`src/rtl/reaction_timer_pkg.sv`:
```
// Shared types and helpers for the reaction-time leaderboard.
// Holds the FSM state enum, BCD digit width and width helpers.
package reaction_timer_pkg;

    localparam int BCD_W = 4;

    typedef enum logic [1:0] {
        IDLE,
        SCAN,
        SHIFT,
        FINISH
    } lb_state_t;

    function automatic int rank_width(input int depth);
        return $clog2(depth + 1);
    endfunction

    // True when every one of the low n_digits nibbles is 0..9.
    function automatic logic is_valid_bcd(
        input logic [63:0] score,
        input int          n_digits
    );
        logic ok;
        ok = 1'b1;
        for (int d = 0; d < 16; d++) begin
            if (d < n_digits && score[d*BCD_W +: BCD_W] > 4'd9) begin
                ok = 1'b0;
            end
        end
        return ok;
    endfunction

endpackage

```
`src/rtl/reaction_leaderboard_if.sv`:
```
// Submit handshake and insertion result bundle of the leaderboard.
// The client drives the master side, the table sits on the slave side.
interface reaction_leaderboard_if #(
    parameter int N_DIGITS = 4,
    parameter int DEPTH    = 4
);
    import reaction_timer_pkg::*;

    localparam int SW     = BCD_W * N_DIGITS;
    localparam int RANK_W = rank_width(DEPTH);

    logic              submit_valid;
    logic              submit_ready;
    logic [SW-1:0]     submit_score;
    logic              done;
    logic [RANK_W-1:0] done_rank;
    logic              new_record;
    logic              reject;

    modport master (
        output submit_valid,
        output submit_score,
        input  submit_ready,
        input  done,
        input  done_rank,
        input  new_record,
        input  reject
    );

    modport slave (
        input  submit_valid,
        input  submit_score,
        output submit_ready,
        output done,
        output done_rank,
        output new_record,
        output reject
    );

endinterface

```
`src/rtl/bcd_score_lt.sv`:
```
// Candidate-beats-entry test for the leaderboard scan.
// An empty slot always loses to any candidate.
module bcd_score_lt #(
    parameter int SW = 16
) (
    input  logic [SW-1:0] cand,
    input  logic [SW-1:0] entry,
    input  logic          entry_valid,
    output logic          lt
);

    // Plain unsigned compare is monotone for well-formed BCD.
    assign lt = !entry_valid || (cand < entry);

endmodule

```
`src/rtl/reaction_leaderboard.sv`:
```
// Sorted top-DEPTH table of lowest BCD reaction times.
// A scan FSM finds the slot, a one-cycle shift inserts the score.
module reaction_leaderboard
    import reaction_timer_pkg::*;
#(
    parameter  int N_DIGITS = 4,
    parameter  int DEPTH    = 4,
    localparam int SW       = BCD_W * N_DIGITS,
    localparam int RANK_W   = rank_width(DEPTH)
) (
    input  logic                 clk,
    input  logic                 rst_n,
    input  logic                 clear,
    reaction_leaderboard_if.slave sub,
    input  logic [RANK_W-1:0]    rd_idx,
    output logic [SW-1:0]        rd_score,
    output logic                 rd_valid,
    output logic [SW-1:0]        best_score,
    output logic                 best_valid
);

    localparam int IW = (DEPTH > 1) ? $clog2(DEPTH) : 1;

    lb_state_t         state;
    logic [IW-1:0]     idx;
    logic [IW-1:0]     pos;
    logic [SW-1:0]     score;
    logic [SW-1:0]     entry [DEPTH];
    logic [DEPTH-1:0]  valid;
    logic              done_q;
    logic [RANK_W-1:0] rank_q;
    logic              record_q;
    logic              reject_q;
    logic              hit;
    logic              take;

    assign sub.submit_ready = (state == IDLE) && !clear;
    assign take = sub.submit_valid && sub.submit_ready;

    assign sub.done       = done_q;
    assign sub.done_rank  = rank_q;
    assign sub.new_record = record_q;
    assign sub.reject     = reject_q;

    assign best_score = entry[0];
    assign best_valid = valid[0];

    bcd_score_lt #(
        .SW(SW)
    ) u_lt (
        .cand        (score),
        .entry       (entry[idx]),
        .entry_valid (valid[idx]),
        .lt          (hit)
    );

    // Read port: out-of-range or empty slots read as zero.
    always_comb begin
        rd_valid = 1'b0;
        rd_score = '0;
        if (rd_idx < RANK_W'(DEPTH)) begin
            rd_valid = valid[rd_idx[IW-1:0]];
            if (rd_valid) begin
                rd_score = entry[rd_idx[IW-1:0]];
            end
        end
    end

    // Insertion FSM, table storage and registered result pulses.
    always_ff @(posedge clk or negedge rst_n) begin
        if (!rst_n) begin
            state    <= IDLE;
            idx      <= '0;
            pos      <= '0;
            score    <= '0;
            valid    <= '0;
            done_q   <= 1'b0;
            rank_q   <= '0;
            record_q <= 1'b0;
            reject_q <= 1'b0;
            for (int i = 0; i < DEPTH; i++) begin
                entry[i] <= '0;
            end
        end else begin
            done_q   <= 1'b0;
            rank_q   <= '0;
            record_q <= 1'b0;
            reject_q <= 1'b0;
            if (clear) begin
                state <= IDLE;
                idx   <= '0;
                valid <= '0;
                for (int i = 0; i < DEPTH; i++) begin
                    entry[i] <= '0;
                end
            end else begin
                unique case (state)
                    IDLE: begin
                        if (take) begin
                            if (is_valid_bcd(64'(sub.submit_score),
                                             N_DIGITS)) begin
                                score <= sub.submit_score;
                                idx   <= '0;
                                state <= SCAN;
                            end else begin
                                reject_q <= 1'b1;
                            end
                        end
                    end
                    SCAN: begin
                        if (hit) begin
                            pos   <= idx;
                            state <= SHIFT;
                        end else if (idx == IW'(DEPTH - 1)) begin
                            done_q <= 1'b1;
                            rank_q <= RANK_W'(DEPTH);
                            state  <= FINISH;
                        end else begin
                            idx <= idx + IW'(1);
                        end
                    end
                    SHIFT: begin
                        for (int i = 1; i < DEPTH; i++) begin
                            if (i > int'(pos)) begin
                                entry[i] <= entry[i-1];
                                valid[i] <= valid[i-1];
                            end
                        end
                        entry[pos] <= score;
                        valid[pos] <= 1'b1;
                        done_q     <= 1'b1;
                        rank_q     <= RANK_W'(pos);
                        record_q   <= (pos == '0);
                        state      <= FINISH;
                    end
                    FINISH: begin
                        state <= IDLE;
                    end
                    default: begin
                        state <= IDLE;
                    end
                endcase
            end
        end
    end

endmodule

```
`src/flat_wrapper.sv`:
```
// flat-port wrapper written by rule: the top's interface ports become plain ports
module reaction_leaderboard_flat import reaction_timer_pkg::*;
#(
    parameter  int N_DIGITS = 4,
    parameter  int DEPTH    = 4,
    localparam int SW       = BCD_W * N_DIGITS,
    localparam int RANK_W   = rank_width(DEPTH)
)
  (clk, rst_n, clear, rd_idx, rd_score, rd_valid, best_score, best_valid, sub_submit_valid, sub_submit_score, sub_submit_ready, sub_done, sub_done_rank, sub_new_record, sub_reject);
  reaction_leaderboard_if #(.N_DIGITS(N_DIGITS), .DEPTH(DEPTH)) sub_i ();
  input  logic clk;
  input  logic rst_n;
  input  logic clear;
  input  logic [RANK_W-1:0] rd_idx;
  output logic [SW-1:0] rd_score;
  output logic rd_valid;
  output logic [SW-1:0] best_score;
  output logic best_valid;
  input wire logic [$bits(sub_i.submit_valid)-1:0] sub_submit_valid;
  input wire logic [$bits(sub_i.submit_score)-1:0] sub_submit_score;
  output wire logic [$bits(sub_i.submit_ready)-1:0] sub_submit_ready;
  output wire logic [$bits(sub_i.done)-1:0] sub_done;
  output wire logic [$bits(sub_i.done_rank)-1:0] sub_done_rank;
  output wire logic [$bits(sub_i.new_record)-1:0] sub_new_record;
  output wire logic [$bits(sub_i.reject)-1:0] sub_reject;
  assign sub_i.submit_valid = sub_submit_valid;
  assign sub_i.submit_score = sub_submit_score;
  assign sub_submit_ready = sub_i.submit_ready;
  assign sub_done = sub_i.done;
  assign sub_done_rank = sub_i.done_rank;
  assign sub_new_record = sub_i.new_record;
  assign sub_reject = sub_i.reject;
  reaction_leaderboard #(.N_DIGITS(N_DIGITS), .DEPTH(DEPTH)) u_core (.clk(clk), .rst_n(rst_n), .clear(clear), .sub(sub_i), .rd_idx(rd_idx), .rd_score(rd_score), .rd_valid(rd_valid), .best_score(best_score), .best_valid(best_valid));
endmodule
```
`config.mk`:
```
export PLATFORM = sky130hd
export DESIGN_NAME = reaction_leaderboard_flat
export DESIGN_NICKNAME = d
export VERILOG_FILES = /design/src/rtl/reaction_timer_pkg.sv /design/src/rtl/reaction_leaderboard_if.sv /design/src/rtl/bcd_score_lt.sv /design/src/rtl/reaction_leaderboard.sv /design/src/flat_wrapper.sv
export SDC_FILE = /design/constraint.sdc
export NUM_CORES = 1
export LEC_CHECK = 0
export CAP_MARGIN = 20
export CORE_ASPECT_RATIO = 1.5
export CORE_MARGIN = 2
export CORE_UTILIZATION = 45
export DETAILED_ROUTE_END_ITERATION = 10
export PLACE_DENSITY = 0.66
export RECOVER_POWER = 25
export SYNTH_ARGS = -nofsm -noshare
export SYNTH_HDL_FRONTEND = slang
export SYNTH_SLANG_ARGS = --single-unit
```
`constraint.sdc`:
```
create_clock -name clk -period 8.2 [get_ports clk]
set_input_delay 0.82 -clock clk [delete_from_list [all_inputs] [get_ports clk]]
set_output_delay 0.82 -clock clk [all_outputs]
set_load 0.02 [all_outputs]
```
==> results of run 1 <==
## path summary, 6_finish.rpt
kind / slack [ns] / to / from
setup / recovery: 3.35 / u_core.entry[9]$_DFFE_PN0P_ / rst_n
hold / removal: 0.53 / u_core.entry[26]$_DFFE_PN0P_ / u_core.entry[26]$_DFFE_PN0P_
setup reg to reg: 4.87 / u_core.pos[0]$_DFFE_PN0P_ / u_core.idx[0]$_DFFE_PN0P_
hold reg to reg: 0.53 / u_core.entry[26]$_DFFE_PN0P_ / u_core.entry[26]$_DFFE_PN0P_
max in group clk: 3.52 / u_core.valid[0]$_DFFE_PN0P_ / clear
min in group asynchronous: 1.28 / u_core.entry[34]$_DFFE_PN0P_ / rst_n
## registers in the layout (all words and copies together), names as in the netlist
register / flops
u_core.best_score: 16
u_core.entry: 48
u_core.idx: 2
u_core.pos: 2
u_core.score: 16
u_core.state: 2
u_core.sub.done: 1
u_core.sub.done_rank: 3
u_core.sub.new_record: 1
u_core.sub.reject: 1
u_core.valid: 4
## layout make-up
class | instances | share of cell area (%)
Inverter | 24 | 1.36
Tap cell | 156 | 2.95
Clock inverter | 5 | 0.833
Multi-Input combinational cell | 354 | 44.1
Sequential cell | 96 | 36.3
Timing Repair Buffer | 74 | 10.6
Clock buffer | 11 | 3.82
## metal layers
layer,track usage [%],share of wire (%)
met2,41.5,51
met3,5.42,8.2
met4,12.0,3.3
met1,31.2,37
met5,0,0
## tightest hold or removal path, delay by kind of cell (launching register included)
kind / cells / cell delay, ns
AND/OR/NAND/NOR: 1 / 0.05
AO/OA/AOI/OAI: 1 / 0.07
flip-flops: 1 / 0.37
## placed cells by master, fill, tap and decap left out, types with 3 or more instances in the layout
cell type        instances
clkbuf_16                9
inv_1                   23
mux4_2                  28
ha_1                    19
mux4_1                   5
clkdlybuf4s50_1         62
nor2_1                  45
mux2i_1                  6
or2_2                    4
a22o_1                  15
a211oi_1                20
a22oi_1                 30
dfrtp_1                 96
buf_4                    9
nand3_1                 20
nand4_1                  3
nor3_1                   3
a311oi_1                16
mux2_2                  19
o21ai_0                 25
nor2b_1                 19
a21oi_1                 10
clkbuf_1                 3
nand2_1                 43
## cells by family after synthesis
logic type | synth area share [%]
compound gates | 16.4
fa+ha+maj | 4.19
buf+inv | 6.53
flops | 42.4
mux | 18.3
simple gates | 12.3
## where the power goes
group	leakage [nW]	internal (mW)	total, mW	switching (mW)
sequential	1.29	0.581	0.727	0.146
clock	0.148	0.252	0.442	0.189
combinational	1.15	0.253	0.517	0.264
total	2.59	1.09	1.69	0.600
## stage by stage
step / cell area, um^2 / total power, mW / cells / util [%]
floorplan: 5670 / 1.07 / 527 / -
global placement: 6320 / 1.22 / 704 / 51.0
detailed placement: 6320 / 1.24 / 704 / 51.0
CTS: 6620 / 1.68 / 720 / 53.5
global route: 6610 / 1.78 / 720 / 53.4
finish: 6610 / 1.69 / 720 / 53.4
==> flow_summary_export.csv, run 1 <==
group,metric,value,unit
synthesis,ys_top_cells_by_count,"dfrtp_1 (96), nor2_1 (47), nand2_1 (43)",
place,numPortBuffers,63,
floorplan,io_pins,64,
flow_run,maxCapViolations,3,
cts,htree_levels,3,
route,dr.pass1.iters,5,
global_route,track_usage,25.2,%
cts,cts_tree,"built",
global_route,antenna_found_initial,0,
cts,postCtsHoldBufs,0,
setup_path,end_kind,"asynchronous set/reset pin",
place,dp_hpwl,9.88,mm
floorplan,core,12400,um^2
synthesis,ys_warn_count,0,
route,final_antenna_net_count,0,
synthesis,synth_top_area_share,42.4,%
route,drc_errors,0,
synthesis,ys_ff_latch,96,
synthesis,yosys-top-cells-area,"dfrtp_1 (42%), mux4_2 (11%), ha_1 (4.2%), a22oi_1 (4.0%), mux2_2 (3.8%)",
synthesis,async_flop_share,100,%
floorplan,die_area,13500,um^2
synthesis,syn_avg_cell_area,10.8,um^2
cells_and_area,area.sequential,2400,um^2
timing,holdWs,0.530,ns
setup_path,cpPeakStageDelay,2.05,ns
synthesis,synth_most_common_cell,"dfrtp_1",
setup_path,worst-setup-path-type,"in2async",
route,wl_per_cell,22.1,um
place,pre_cts_ws,3.53,ns
global_route,overflow,0,
worst_hold_path,whs_path_depth,2,
cts,cts_sinks,96,
cts,cts-resized-gates,0,
floorplan,die_w,95.7,um
timing,finClkSkew,0.00558,ns
synthesis,synth_top_area_cell,"dfrtp_1",
synthesis,syn_inst,527,
timing,tns,0,ns
global_route,grt_pass1_vias,4786,
global_route,grt_max_degree,52,
outcome,violations,"capacitance limit, slew limit",
route,viasPerCell,6.33,
setup_path,crit_required,8.07,ns
setup_path,cp_common_cell,"clkbuf_1",
synthesis,syn_area,5670,um^2
cells_and_area,num_antenna_cells,0,
timing,hold_violations,0,
cts,cts_setup_buffers,0,
cts,clk_latency,0.35,ns
setup_path,cp.arrival,4.72,ns
route,drt_iter0_drc,330,
setup_path,path_cells,"clkbuf_1, clkbuf_1",
timing,final_max_slew_viol_count,142,
cts,cts_made_buffers,9,
synthesis,yosysSeqAreaShare,42.4,%
cells_and_area,drive_above_1_share,14.9,%
synthesis,synth.distinct_cells,42,
synthesis,synth_edf_count,0,
global_route,grt_pass1_wl,25.5,mm
floorplan,row_count,50,
setup_path,worst_setup_path_start_kind,"primary input",
route,dr_total_vias,4559,
setup_path,worst-path-max-fanout,51,
timing,tightest_slew,2.73,ns
cts,cts_buffer_depth,2,
timing,rsz0062_at_grt,"false",
floorplan,dieHeight,141,um
timing,worst_slack,3.35,ns
power,leakagePower,2.59,nW
cts,root_buffer,"clkbuf_16",
setup_path,crit_family,"buffers and inverters",
timing,finalCritPeriodShare,59.2,%
setup_path,slowest_stage,"clkbuf_1",
cells_and_area,area_delta_synth_final,16.6,%
route,routed_wl,15.9,mm
timing,maxSlewHeadroom,-81.9,%
cells_and_area,multi_input_area,2920,um^2
setup_path,crit_cells,2,
power,power_density,255,nW/um^2
timing,fmax,206,MHz
timing,period_needed,4.85,ns
floorplan,start_util,45.8,%
cells_and_area,fin_nets,601,
synthesis,syn_nets,569,
timing,setup_viol,0,
cts,path_clk_slew,0.07,ns
setup_path,r2r_cells,10,
synthesis,ys.flop_type,"dfrtp_1",
cells_and_area,n_fill_cell,1102,
setup_path,cp_num_buf_inv,2,
worst_hold_path,hold_path_class,"reg2reg",
outcome,status,"complete, but fails checks",
power,ir_worst_vdd,0.138,mV
place,gp_congestion,0.810,
Power figures use the tool's default switching activity.
==> inputs of run 2 (changes only) <==
Settings changed: PLACE_DENSITY 0.66 to 0.69.
Clock period 8.2 ns to 3.88 ns, I/O delays scaled along.
==> flow_summary_export.csv, run 2 (synthesis results as in run 1) <==
group,metric,value,unit
outcome,status,"complete, but fails checks",
outcome,violations,"capacitance limit, slew limit",
cts,cts_made_buffers,9,
cts,clk_latency,0.35,ns
setup_path,cp.arrival,3.42,ns
cells_and_area,area_delta_synth_final,19.2,%
global_route,grt_max_degree,66,
cts,cts-resized-gates,0,
cells_and_area,mostFrequentLayoutCells,"dfrtp_1 (96), clkdlybuf4s50_1 (62), nor2_1 (46)",
setup_path,slowest_stage,"dfrtp_1",
power,ir_worst_vdd,0.361,mV
cts,postCtsHoldBufs,0,
cells_and_area,n_fill_cell,1049,
global_route,overflow,0,
timing,period_needed,3.20,ns
cts,cts_buffer_depth,2,
floorplan,die_area,13500,um^2
floorplan,start_util,45.8,%
cells_and_area,final_common_cell,"dfrtp_1",
route,dr_total_vias,4725,
route,viasPerCell,6.44,
timing,worst_slack,0.682,ns
place,gp_congestion,0.899,
timing,setup_viol,0,
setup_path,crit_family,"compound AO/OA/AOI/OAI gates",
cts,path_clk_slew,0.07,ns
setup_path,reg2reg_to,"u_core.state[0]$_DFFE_PN0P_",
route,dr.pass1.iters,5,
cells_and_area,num_antenna_cells,0,
setup_path,end_kind,"flip-flop",
cts,cts_sinks,96,
route,routed_wl,16.9,mm
global_route,grt_pass1_wl,26.5,mm
setup_path,cpPeakStageDelay,0.65,ns
place,pre_cts_ws,0.448,ns
global_route,grt_pass1_vias,4867,
timing,hold_violations,0,
floorplan,dieHeight,141,um
cts,cts_tree,"built",
timing,final_max_slew_viol_count,66,
flow_run,maxCapViolations,1,
setup_path,worst-path-max-fanout,11,
cells_and_area,largest_register_ffs,48,
cts,root_buffer,"clkbuf_16",
global_route,busiest_layer,"met2",
setup_path,cp_num_buf_inv,3,
timing,maxSlewHeadroom,-9.78,%
worst_hold_path,hold_path_class,"in2async",
cells_and_area,design_area,6760,um^2
timing,finalCritPeriodShare,82.4,%
timing,tns,0,ns
setup_path,worst-setup-path-type,"reg2reg",
setup_path,worst_setup_path_start_kind,"flip-flop",
power,power_density,550,nW/um^2
timing,tightest_slew,1.65,ns
place,numPortBuffers,63,
cells_and_area,utilization,54.6,%
cells_and_area,fin_nets,615,
global_route,use_met1,33.0,%
power,leakagePower,2.68,nW
route,drt_iter0_drc,555,
floorplan,row_count,50,
timing,fmax,313,MHz
cells_and_area,largest-register,"u_core.entry",
place,dp_hpwl,10.8,mm
cts,htree_levels,3,
setup_path,r2r_slack,0.68,ns
setup_path,r2r_cells,11,
global_route,antenna_found_initial,0,
floorplan,die_w,95.7,um
global_route,grt_use_met3,4.89,%
cells_and_area,drive_above_1_share,17.0,%
setup_path,crit_required,4.10,ns
cts,cts_setup_buffers,0,
floorplan,io_pins,64,
global_route,track_usage,26.3,%
floorplan,core,12400,um^2
global_route,grtUsageMet2,43.4,%
route,final_antenna_net_count,0,
route,wl_per_cell,23.0,um
timing,finClkSkew,0.00970,ns
setup_path,r2r_start,"u_core.idx[1]$_DFFE_PN0P_",
route,drc_errors,0,
timing,rsz0062_at_grt,"false",
place,placed_area,6410,um^2
setup_path,path_cells,"buf_4, mux4_2, inv_1, ha_1, a211oi_1, nor2_1, nor3_1, buf_4, a21oi_1, a2111oi_0, a211oi_1",
[run 2: cell count changes in the layout (fill, tap and decap cells not counted), sizes merged]
cell	previous run	this run
bufinv	1	3
clkinvlp	2	0
buf	9	25
clkbuf	14	12
[run 2: worst max-delay path by stage]
stage,slack [ns],endpoint,depth (start not counted),from
floorplan,0.82,u_core.pos[0]$_DFFE_PN0P_,11,u_core.idx[0]$_DFFE_PN0P_
global placement,0.42,u_core.score[6]$_DFFE_PN0P_,7,sub_submit_score[10]
detailed placement,0.45,u_core.score[6]$_DFFE_PN0P_,7,sub_submit_score[10]
CTS,0.70,u_core.pos[1]$_DFFE_PN0P_,11,u_core.idx[1]$_DFFE_PN0P_
global route,0.44,u_core.state[0]$_DFFE_PN0P_,11,u_core.idx[0]$_DFFE_PN0P_
finish,0.68,u_core.state[0]$_DFFE_PN0P_,11,u_core.idx[1]$_DFFE_PN0P_
[run 2: worst register-to-register path, cell delays in order, from the launching register on]
cell	delay, ns
dfrtp_1	0.65
buf_4	0.33
mux4_2	0.34
inv_1	0.07
ha_1	0.23
a211oi_1	0.23
nor2_1	0.08
nor3_1	0.25
buf_4	0.18
a21oi_1	0.11
a2111oi_0	0.49
a211oi_1	0.09
[run 2: metrics by stage]
stage,hold slack (ns),cells,power [mW]
floorplan,0.0924,527,2.25
CTS,0.168,734,3.72
finish,0.437,734,3.72
global route,0.556,734,3.92
detailed placement,0.515,718,2.67
global placement,0.496,718,2.63
[run 2: area by class of cell]
cell class / instances / area [um^2] / area share (%)
Multi-Input combinational cell: 354 / 2910 / 43.1
Sequential cell: 96 / 2400 / 35.5
Timing Repair Buffer: 88 / 813 / 12.0
Clock buffer: 11 / 243 / 3.59
Tap cell: 156 / 195 / 2.89
Clock inverter: 5 / 104 / 1.54
Inverter: 24 / 90.1 / 1.33
[run 2: routing by layer]
layer	up-vias	routed length (um)	part of all wire [%]
met5	-	0	0
met4	0	712	4.2
met3	57	1320	7.8
met2	272	8540	51
met1	2362	6280	37
li1	2034	-	-
[run 2: power breakdown]
group	internal [mW]	total (mW)	switching (mW)
clock network	0.648	1.04	0.391
registers	1.23	1.55	0.327
logic	0.559	1.13	0.567
